===== config.mk =====
export PLATFORM = sky130hd
export DESIGN_NAME = bit_count_initiator_flat
export DESIGN_NICKNAME = d
export VERILOG_FILES = /design/src/rtl/bit_count_initiator_if.sv /design/src/rtl/bit_count_initiator.sv /design/src/flat_wrapper.sv
export SDC_FILE = /design/constraint.sdc
export NUM_CORES = 1
export LEC_CHECK = 0
export CAP_MARGIN = 20
export CORE_MARGIN = 3
export CORE_UTILIZATION = 35
export CTS_CLUSTER_DIAMETER = 200
export DETAILED_ROUTE_END_ITERATION = 10
export GPL_TIMING_DRIVEN = 0
export PLACE_DENSITY = 0.55
export SLEW_MARGIN = 20
export SYNTH_ARGS = -nofsm -noshare
export SYNTH_HDL_FRONTEND = slang
export SYNTH_SLANG_ARGS = --single-unit

===== constraint.sdc =====
create_clock -name CLK100MHZ -period 3.6 [get_ports CLK100MHZ]
set_clock_uncertainty 0.15 [all_clocks]
set_input_delay 0.72 -clock CLK100MHZ [delete_from_list [all_inputs] [get_ports CLK100MHZ]]
set_output_delay 0.72 -clock CLK100MHZ [all_outputs]
set_load 0.02 [all_outputs]

===== src/rtl/bit_count_initiator_if.sv =====
// Command/done handshake bundle between the bit-count initiator (master) and its
// responder (slave): operand and request go out, done and ones count come back.
interface bit_count_initiator_if #(
  parameter int DATA_W = 4,
  parameter int CNT_W  = 3
) ();
  logic              command;
  logic [DATA_W-1:0] dataA;
  logic              done;
  logic [CNT_W-1:0]  ones_in;

  modport master (output command, output dataA, input done, input ones_in);
  modport slave  (input command, input dataA, output done, output ones_in);
endinterface


===== src/rtl/bit_count_initiator.sv =====
// Initiator of the command/done bit-count handshake: sends NUM_WORDS operands from seed and
// accumulates the responder's ones counts. Define BIT_COUNT_SELF_CHECK_EN for popcount self-check.
module bit_count_initiator #(
  parameter int DATA_W      = 4,
  parameter int CNT_W       = 3,
  parameter int NUM_WORDS   = 8,
  parameter int TOT_W       = 6,
  parameter int SETUP_CYC   = 2,
  parameter int TIMEOUT_CYC = 255
) (
  input  logic                  CLK100MHZ,
  input  logic                  reset,
  input  logic                  start,
  input  logic [DATA_W-1:0]     seed,
  bit_count_initiator_if.master bus,
  output logic                  busy,
  output logic                  finished,
  output logic [2:0]            word_idx,
  output logic [TOT_W-1:0]      total_ones,
  output logic [3:0]            err_count,
  output logic                  timeout_flag
);

  localparam int SET_W = (SETUP_CYC > 1) ? $clog2(SETUP_CYC) : 1;
  localparam int TMR_W = $clog2(TIMEOUT_CYC + 1);

  typedef enum logic [2:0] {
    IDLE, SETUP, REQ, WAIT_DONE, RELEASE, WAIT_LOW, ABORT
  } state_t;

  state_t           state, state_next;
  logic [SET_W-1:0] setup_cnt;
  logic [TMR_W-1:0] timer;

  logic run_load, cmd_set, cmd_clr, capture, advance, run_end, run_abort;
  logic setup_inc, timer_clr, timer_inc;
  logic timer_hit, last_word;

  assign timer_hit = (timer == TMR_W'(TIMEOUT_CYC - 1));
  assign last_word = (word_idx == 3'(NUM_WORDS - 1));

  always_ff @(posedge CLK100MHZ or negedge reset) begin
    if (!reset) state <= IDLE;
    else        state <= state_next;
  end

  always_comb begin
    state_next = state;
    run_load   = 1'b0;
    cmd_set    = 1'b0;
    cmd_clr    = 1'b0;
    capture    = 1'b0;
    advance    = 1'b0;
    run_end    = 1'b0;
    run_abort  = 1'b0;
    setup_inc  = 1'b0;
    timer_clr  = 1'b0;
    timer_inc  = 1'b0;
    case (state)
      IDLE: begin
        if (start) begin
          run_load   = 1'b1;
          state_next = SETUP;
        end
      end
      SETUP: begin
        if (setup_cnt == SET_W'(SETUP_CYC - 1)) begin
          cmd_set    = 1'b1;
          state_next = REQ;
        end else begin
          setup_inc = 1'b1;
        end
      end
      REQ: begin
        timer_clr  = 1'b1;
        state_next = WAIT_DONE;
      end
      WAIT_DONE: begin
        // A done already high on entry is taken on the first cycle.
        if (bus.done) begin
          capture    = 1'b1;
          state_next = RELEASE;
        end else if (timer_hit) begin
          state_next = ABORT;
        end else begin
          timer_inc = 1'b1;
        end
      end
      RELEASE: begin
        cmd_clr    = 1'b1;
        timer_clr  = 1'b1;
        state_next = WAIT_LOW;
      end
      WAIT_LOW: begin
        if (!bus.done) begin
          if (last_word) begin
            run_end    = 1'b1;
            state_next = IDLE;
          end else begin
            advance    = 1'b1;
            state_next = SETUP;
          end
        end else if (timer_hit) begin
          state_next = ABORT;
        end else begin
          timer_inc = 1'b1;
        end
      end
      ABORT: begin
        run_abort  = 1'b1;
        state_next = IDLE;
      end
      default: state_next = IDLE;
    endcase
  end

  always_ff @(posedge CLK100MHZ or negedge reset) begin
    if (!reset) begin
      bus.command  <= 1'b0;
      bus.dataA    <= '0;
      busy         <= 1'b0;
      finished     <= 1'b0;
      timeout_flag <= 1'b0;
      word_idx     <= '0;
      total_ones   <= '0;
      setup_cnt    <= '0;
      timer        <= '0;
    end else begin
      if (run_load) begin
        bus.dataA    <= seed;
        word_idx     <= '0;
        total_ones   <= '0;
        finished     <= 1'b0;
        timeout_flag <= 1'b0;
        busy         <= 1'b1;
      end
      // Operand only moves once both command and done are low again.
      if (advance) begin
        word_idx  <= word_idx + 3'd1;
        bus.dataA <= bus.dataA + DATA_W'(1);
      end
      if (capture)
        total_ones <= total_ones + TOT_W'(bus.ones_in);
      if (cmd_set)
        bus.command <= 1'b1;
      if (cmd_clr || run_abort)
        bus.command <= 1'b0;
      if (run_end) begin
        busy     <= 1'b0;
        finished <= 1'b1;
      end
      if (run_abort) begin
        busy         <= 1'b0;
        finished     <= 1'b1;
        timeout_flag <= 1'b1;
      end
      if (run_load || advance)
        setup_cnt <= '0;
      else if (setup_inc)
        setup_cnt <= setup_cnt + SET_W'(1);
      if (timer_clr)
        timer <= '0;
      else if (timer_inc)
        timer <= timer + TMR_W'(1);
    end
  end

`ifdef BIT_COUNT_SELF_CHECK_EN
  function automatic logic [CNT_W-1:0] popcount(input logic [DATA_W-1:0] v);
    logic [CNT_W-1:0] n;
    n = '0;
    for (int i = 0; i < DATA_W; i++)
      n = n + CNT_W'(v[i]);
    return n;
  endfunction

  function automatic logic [3:0] sat_inc(input logic [3:0] v);
    return (v == 4'hF) ? v : v + 4'd1;
  endfunction

  always_ff @(posedge CLK100MHZ or negedge reset) begin
    if (!reset)
      err_count <= '0;
    else if (run_load)
      err_count <= '0;
    else if (capture && (bus.ones_in != popcount(bus.dataA)))
      err_count <= sat_inc(err_count);
  end
`else
  assign err_count = 4'd0;
`endif

endmodule

===== src/flat_wrapper.sv =====
// flat-port wrapper written by rule: the top's interface ports become plain ports
module bit_count_initiator_flat 
#(
  parameter int DATA_W      = 4,
  parameter int CNT_W       = 3,
  parameter int NUM_WORDS   = 8,
  parameter int TOT_W       = 6,
  parameter int SETUP_CYC   = 2,
  parameter int TIMEOUT_CYC = 255
)
  (CLK100MHZ, reset, start, seed, busy, finished, word_idx, total_ones, err_count, timeout_flag, bus_command, bus_dataA, bus_done, bus_ones_in);
  bit_count_initiator_if #(.DATA_W(DATA_W), .CNT_W(CNT_W)) bus_i ();
  input  logic CLK100MHZ;
  input  logic reset;
  input  logic start;
  input  logic [DATA_W-1:0] seed;
  output logic busy;
  output logic finished;
  output logic [2:0] word_idx;
  output logic [TOT_W-1:0] total_ones;
  output logic [3:0] err_count;
  output logic timeout_flag;
  output wire logic [$bits(bus_i.command)-1:0] bus_command;
  output wire logic [$bits(bus_i.dataA)-1:0] bus_dataA;
  input wire logic [$bits(bus_i.done)-1:0] bus_done;
  input wire logic [$bits(bus_i.ones_in)-1:0] bus_ones_in;
  assign bus_command = bus_i.command;
  assign bus_dataA = bus_i.dataA;
  assign bus_i.done = bus_done;
  assign bus_i.ones_in = bus_ones_in;
  bit_count_initiator #(.DATA_W(DATA_W), .CNT_W(CNT_W), .NUM_WORDS(NUM_WORDS), .TOT_W(TOT_W), .SETUP_CYC(SETUP_CYC), .TIMEOUT_CYC(TIMEOUT_CYC)) u_core (.CLK100MHZ(CLK100MHZ), .reset(reset), .start(start), .seed(seed), .bus(bus_i), .busy(busy), .finished(finished), .word_idx(word_idx), .total_ones(total_ones), .err_count(err_count), .timeout_flag(timeout_flag));
endmodule

==> results of run 1 <==
-- worst min-delay path by stage --
stage                         start                    to  cells past startpoint
global placement    u_core.timer[7]       u_core.timer[7]                      1
CTS                 u_core.finished       u_core.finished                      2
global route        u_core.timer[5]       u_core.timer[5]                      1
finish                        reset  u_core.total_ones[0]                      1
floorplan                     reset    u_core.bus.command                      0
detailed placement  u_core.finished       u_core.finished                      2
-- state kept, by name (all words and copies together) (netlist names) --
name	count
u_core.state	3
u_core.timer	8
u_core.busy	1
u_core.finished	1
u_core.timeout_flag	1
u_core.setup_cnt	1
u_core.bus.dataA	4
u_core.word_idx	3
u_core.bus.command	1
u_core.total_ones	6
-- synth_stat cells (all sizes together) (4+ instances only) --
master and count:
a21oi 9, buf 11, dfrtp 29, ha 8
inv 10, mux2i 4, nand2 19, nand3 7
nor2 8, nor2b 4, nor3 5, o211ai 4
o21ai 11
-- power groups by stage --
stage	combinational, uW	clock [uW]	sequential [uW]
3_5_place_dp	712	0	528
6_report	706	265	521
3_3_place_gp	700	0	520
2_1_floorplan	406	0	579
5_1_grt	784	292	536
4_1_cts	716	275	522
-- stage by stage --
step           instance area, sq um  hold WS (ns)
2_1_floorplan                  1700         0.274
3_3_place_gp                   2030         0.308
5_1_grt                        2110         0.363
3_5_place_dp                   2020         0.323
4_1_cts                        2110         0.338
6_report                       2110         0.324
-- cells by family after synthesis --
group                      count (synthesis)  synth area share (%)
and+or+nand+nor                           63                  20.2
adders and majority gates                  9                  7.10
muxes                                      4                  2.37
DFF                                       29                  42.9
AOI/OAI and AO/OA                         44                  19.2
xor gates and xnor gates                   2                  1.03
other                                      1                 0.222
buffers and inverters                     22                  7.02
-- final cells by class --
| class | instances | share of cell area [%] |
|---|---|---|
| multi-input combinational | 126 | 40.7 |
| inverter | 10 | 1.78 |
| timing repair buffer | 26 | 12.1 |
| sequential | 29 | 34.4 |
| buffer | 12 | 3.85 |
| tap | 52 | 3.08 |
| clock buffer | 7 | 4.09 |
-- layer usage --
metal  global-route usage [%]  up-vias
met5                        0        -
met4                     4.66        0
met3                     4.49        6
met2                     22.5       28
met1                     18.7      665
li1                         -      691
-- worst reg2reg max path: stages (launching register included) --
cell and delay (ns):
dfrtp_1 0.41, ha_1 0.21, ha_1 0.24, nor4_1 0.73, a31o_2 0.28, a21oi_2 0.03
==> summary.md, run 1 <==
| Metric | Value |
|---|---|
| Flop-to-flop setup slack | between 1 and 1.5 ns |
| Synth warn | 0 |
| Final slew viol count | 0 |
| Synth area leader | dfrtp_1 |
| Gr usage total | between 10 and 15% |
| CP Capture Point | u_core.total_ones[2] |
| Required @ worst endpoint | between 3 and 4 ns |
| Max H-tree Level | 2 |
| Placed cell count | between 200 and 300 |
| Area growth syn-to-layout | 24.7% |
| Worst skew pair latency | 0.27 ns |
| Detailed placer's ending HPWL | between 2000 and 3000 um |
| Antenna diodes | 0 |
| Std cell rows | 24 |
| Seq. cell area | a little over 700 sq um |
| Total negative slack | 0 ns |
| Final Power | roughly 1500 uW |
| WL met2 | 1710 um |
| Layout cell share with drive strength beyond 1 | between 10% and 20% |
| NetSw | ~600 uW |
| Final Cycle Share | between 60 and 70% |
| CTS max path bufs | 2 |
| CTS clk-pin slew, worst paths | approximately 0.06 ns |
| Reg2reg end | u_core.bus.dataA[3] |
| Most common cell after layout, fill and taps aside | dfrtp_1 |
| Via density | 5.31 |
| Synth area leaders | dfrtp_1 (43%), ha_1 (5.9%), nand2_1 (4.2%) |
| First-pass GRT wire length | a little over 6000 um |
| VDD IR max | about 0.33 mV |
| Worst Reg2Reg Path Length in Cells | 5 |
| Switch share | 40.5% |
| PostCTS Resize Cnt | 0 |
| Synthesized instance count | 174 |
| Nets | 230 |
| 1st-iter DRT viols | between 40 and 50 |
| Pre-Repair DR Iteration Count | 4 |
| Synth Area per Inst | 9.73 sq um |
| Startpoint types | input port |
| Power Internal | 888 uW |
| Number of enable flip-flop cells after synthesis | 0 |
| Combinational power share | between 40 and 50% |
| Detailed Route WL | roughly 3700 um |
| Multi-input logic area | ~860 sq um |
| CP Cell Sequence | clkdlybuf4s50_1 -> nand2b_1 -> nor3_1 -> nor2_1 -> a22o_1 |
| Area of the core | 0.00450 sq mm |
| Starting density of the core | 37.6% |
| Die height | 75.5 um |
| Setup violations, final | 0 |
| Synth Flop Type | dfrtp_1 |
| CTS Buf Count | 5 |
| FMAX | between 400 and 500 MHz |
| Post-CTS repair timing setup buffer count | 0 |
| Worst reg2reg path startpoint | u_core.word_idx[0] |
| Pin count of the biggest net entering global routing | 30 |
| Hold Buf Count CTS | 0 |
| Fin cells | between 200 and 300 |
| Post-synth cell types | between 50 and 60 |
| Crit-path leading delay family | simple AND/OR/NAND/NOR gates |
| Setup WS pre-CTS | around 1.1 ns |
| Worst Path Buf+Inv | 1 |
| Vias | between 1000 and 1500 |
| Remaining Overflow, GRT | 0 |
| Crit-path slowest cell | nor3_1 |
| Max Cap Viol | 0 |
| Met3 WL | approximately 150 um |
| CTS tree | done |
| Pleak | 0.000944 uW |
| Core Util, Final | roughly 47% |
| Final hold vios | 0 |
| Post-synthesis sequential area ratio | 42.9% |
| DRC Markers | 0 |
| Critical Path Source | start |
| PD cells | just over 700 mW/mm^2 |
| Highest routing layer actually used | met4 |
| Cell Area, Synth | between 0.0015 and 0.002 sq mm |
| Clk sinks | 29 |
| Worst slew margin | approximately 43% |
| Minimum clock period | ~2.2 ns |
| Antenna viol nets, final | 0 |
| Gpl congestion | 0.802 |
| Status | complete, no violations |
| Die area | between 0.005 and 0.006 sq mm |
| Share of the synthesized area in the top cell type | a little over two fifths |
| Die width | roughly 76 um |
| Initial antenna violation count | 0 |
| Critical path depth in cells | 5 |
| Measured slew at the worst slew-check pin | approximately 0.85 ns |
| WL/cell | 14.3 um |
| Final setup margin | 1.36 ns |
| Crit path capture type | register |
| #FFs+latches synth | 29 |
| Unrepaired setup endpoints after global routing | false |
| Worst EP arrival | roughly 2.3 ns |
| Worst-path fanout max | 4 |
| Max stage delay on crit path | about 0.50 ns |
| Most frequent cells in the layout | dfrtp_1 (29), clkdlybuf4s50_1 (25), nand2_1 (19), inv_1 (10), o21ai_0 (9) |
| Hold/Removal Path Class | input port to asynchronous set/reset pin |
| Filler cell count | approximately 440 |
| Clock Tree Root | clkbuf_8 |
| Vias in the first global route | ~1400 |
| Buffers on Ports | 26 |
| Flop pwr share | between 30% and 40% |
| Critical path class | input port to register |
| Boundary Pins | 32 |
| Post-synth ARST share | 100% |
| Metal-1 WL | 1830 um |
| Clock power frac | between 10% and 20% |
No activity file was read; power rests on OpenSTA's default activity.
==> run 2, diff against run 1 <==
--- a/config.mk
+++ b/config.mk
@@ -11,7 +11,7 @@
 export CTS_CLUSTER_DIAMETER = 200
 export DETAILED_ROUTE_END_ITERATION = 10
 export GPL_TIMING_DRIVEN = 0
-export PLACE_DENSITY = 0.55
+export PLACE_DENSITY = 0.58
 export SLEW_MARGIN = 20
 export SYNTH_ARGS = -nofsm -noshare
 export SYNTH_HDL_FRONTEND = slang
==> constraint.sdc (replaced) <==
create_clock -name CLK100MHZ -period 2.05 [get_ports CLK100MHZ]
set_clock_uncertainty 0.15 [all_clocks]
set_input_delay 0.41 -clock CLK100MHZ [delete_from_list [all_inputs] [get_ports CLK100MHZ]]
set_output_delay 0.41 -clock CLK100MHZ [all_outputs]
set_load 0.02 [all_outputs]
==> run 2 against run 1 <==
Compared with the run above:
- non-clock buffer count up 5
- worst setup slack worse by 1.3 ns
- worst hold slack worse by 0.31 ns
- clock-buffer cell count down 1
- sequential share of layout area down 1.8 points
- first-iteration DRC count up 96%
- core utilization up 2.7 points
==> summary.md, run 2 (same netlist as run 1, synthesis figures left out) <==
| Metric | Value |
|---|---|
| Max FFs per register | 8 (unchanged) |
| Gr usage total | 14.3% (-0.016 points) |
| Initial antenna violation count | 0 (unchanged) |
| Worst Reg2Reg Path Length in Cells | 7 (+2) |
| CP Cell Sequence | ha_4 -> ha_4 -> or4_4 -> buf_6 -> buf_4 -> o21ai_2 -> a21oi_2 |
| Final hold vios | 0 (unchanged) |
| VDD IR max | 0.633 mV (+91%) |
| Vias in the first global route | 1390 (+2.1%) |
| First-pass GRT wire length | 6160 um (-0.45%) |
| Reg2reg end | u_core.bus.dataA[3] |
| 1st-iter DRT viols | 96 (+96%) |
| Largest regs | u_core.timer x8, u_core.total_ones x6, u_core.bus.dataA x4 |
| DRC Markers | 0 (unchanged) |
| CTS Buf Count | 5 (unchanged) |
| Crit-path leading delay family | simple AND/OR/NAND/NOR gates |
| WL met2 | 1740 um (+1.6%) |
| Placed cell count | 255 (unchanged) |
| Flop-to-flop setup slack | 0.05 ns (-1.39 ns) |
| Nets | 235 (+2.2%) |
| Die area | 0.00571 sq mm (unchanged) |
| CTS max path bufs | 2 (unchanged) |
| Pleak | 0.000982 uW (+4.0%) |
| Startpoint types | register |
| Die width | 75.5 um (unchanged) |
| CP Capture Point | u_core.bus.dataA[3] |
| Critical path depth in cells | 7 (+2) |
| Final slew viol count | 0 (unchanged) |
| Pin count of the biggest net entering global routing | 30 (unchanged) |
| FMAX | 501 MHz |
| Die height | 75.5 um (unchanged) |
| Detailed placer's ending HPWL | 2790 um (+0.28%) |
| CTS clk-pin slew, worst paths | 0.07 ns (about the same) |
| Area of the core | 0.00450 sq mm (unchanged) |
| CTS tree | done |
| PD cells | 1270 mW/mm^2 (+80%) |
| Final Power | 2840 uW (+90%) |
| Layout cell share with drive strength beyond 1 | 18.5% (+6.1 points) |
| Remaining Overflow, GRT | 0 (unchanged) |
| Vias | 1476 (+6.2%) |
| Max Cap Viol | 0 (unchanged) |
| Buffers on Ports | 26 (unchanged) |
| Critical Path Source | u_core.word_idx[1] |
| Gpl congestion | 0.763 (-4.8%) |
| Antenna diodes | 0 (unchanged) |
| Setup violations, final | 0 (unchanged) |
| Detailed Route WL | 3850 um (+2.7%) |
| Final Cycle Share | 97.4% |
| Most frequent cells in the layout | dfrtp_1 (28), clkdlybuf4s50_1 (25), nand2_1 (19), inv_1 (10) |
| Critical path class | register to register |
| Status | complete, no violations |
| Most common cell on crit path | ha_4 |
| Most common cell after layout, fill and taps aside | dfrtp_1 |
| Clock Tree Root | clkbuf_8 |
| Area growth syn-to-layout | 31.9% |
| Worst slew margin | 55.2% (+13 points) |
| Clk sinks | 29 (unchanged) |
| Metal-1 WL | 1840 um (+0.77%) |
| Via density | 5.51 (+3.8%) |
| Fin cells | 268 (+2.3%) |
| Met3 WL | 206 um (+36%) |
| Measured slew at the worst slew-check pin | 0.673 ns (-0.182 ns) |
| Antenna viol nets, final | 0 (unchanged) |
| Crit-path slowest cell | or4_4 |
| Placed Area | 0.00203 sq mm (about the same) |
| Max stage delay on crit path | 0.48 ns (-0.02 ns) |
| Worst-path fanout max | 6 (+2) |
| Max H-tree Level | 2 (unchanged) |
| Boundary Pins | 32 (unchanged) |
| Minimum clock period | around 2.0 ns |
| Worst reg2reg path startpoint | u_core.word_idx[1] |
| Required @ worst endpoint | 2.07 ns (-1.54 ns) |
| Worst skew pair latency | 0.28 ns (about the same) |
| Hold/Removal Path Class | input port to asynchronous set/reset pin |
| Worst Path Buf+Inv | 2 (+1) |
| Reg with most FFs | u_core.timer |
| Unrepaired setup endpoints after global routing | true |
| Std cell rows | 24 (unchanged) |
| Hold Buf Count CTS | 0 (unchanged) |
| WL/cell | 14.3 um (+0.43%) |
| Worst EP arrival | 2.02 ns (-0.23 ns) |
| Highest routing layer actually used | met4 |
| Crit path capture type | register |
| Starting density of the core | 37.6% (unchanged) |
| Design Area, Final | 0.00223 sq mm (+5.8%) |
| Pre-Repair DR Iteration Count | 4 (unchanged) |
[run 2: area by class of cell]
cell class                 count  area [sq um]
buffer                        12          87.6
clock buffer                   6          82.6
clock inverter                 2          37.5
fill                         402          2270
inverter                      10          37.5
multi-input combinational    126           902
sequential                    29           727
tap                           52          65.1
timing repair buffer          31           293
[run 2: per-stage QoR]
stage | setup slack (ns) | hold WS, ns | TNS (ns) | utilization (%)
detailed placement | -0.215 | 0.321 | -1.13 | 45.0
finish | 0.0531 | 0.00893 | 0 | 49.6
CTS | 0.0433 | 0.0376 | 0 | 48.2
global route | -0.0180 | 0.0612 | -0.0180 | 49.6
global placement | -0.207 | 0.307 | -3.63 | 45.1
floorplan | 0.0127 | -0.0356 | 0 | -
[run 2: report_power, final]
group	internal, uW	leakage, uW	switching (uW)
combinational	595	0.000549	704
clock	395	0.0000574	223
sequential	737	0.000375	188
[run 2: worst min path at each step]
stage | end | slack, ns | cells after the start | startpoint
3_3_place_gp | u_core.timer[7] | 0.31 | 1 | u_core.timer[7]
6_report | u_core.timer[1] | 0.009 | 1 | reset
4_1_cts | u_core.timer[1] | 0.04 | 1 | reset
3_5_place_dp | u_core.finished | 0.32 | 2 | u_core.finished
5_1_grt | u_core.total_ones[0] | 0.06 | 1 | reset
2_1_floorplan | u_core.bus.command | -0.04 | 0 | reset
[run 2: timing repair]
action | 4_1_cts | 5_1_grt
endpoints found under the hold margin | 0 | 0
setup buffers | 0 | 5
pin swaps | 0 | 2
resized for setup | 5 | 5
cloned | 0 | 0
endpoints found under the setup margin | 6 | 3
[run 2: routing by layer]
metal	vias up	global-route usage [%]
li1	705	-
met3	6	4.22
met4	0	5.44
met5	-	0
met2	52	21.9
met1	713	19.0
==> run 3, diff against run 2 <==
--- a/config.mk
+++ b/config.mk
@@ -8,7 +8,7 @@
 export CAP_MARGIN = 20
 export CORE_MARGIN = 3
 export CORE_UTILIZATION = 35
-export CTS_CLUSTER_DIAMETER = 200
+export CTS_CLUSTER_DIAMETER = 120
 export DETAILED_ROUTE_END_ITERATION = 10
 export GPL_TIMING_DRIVEN = 0
 export PLACE_DENSITY = 0.58
==> results of run 3 <==
No change in the layout: final DEF, timing and power equal those of run 2.
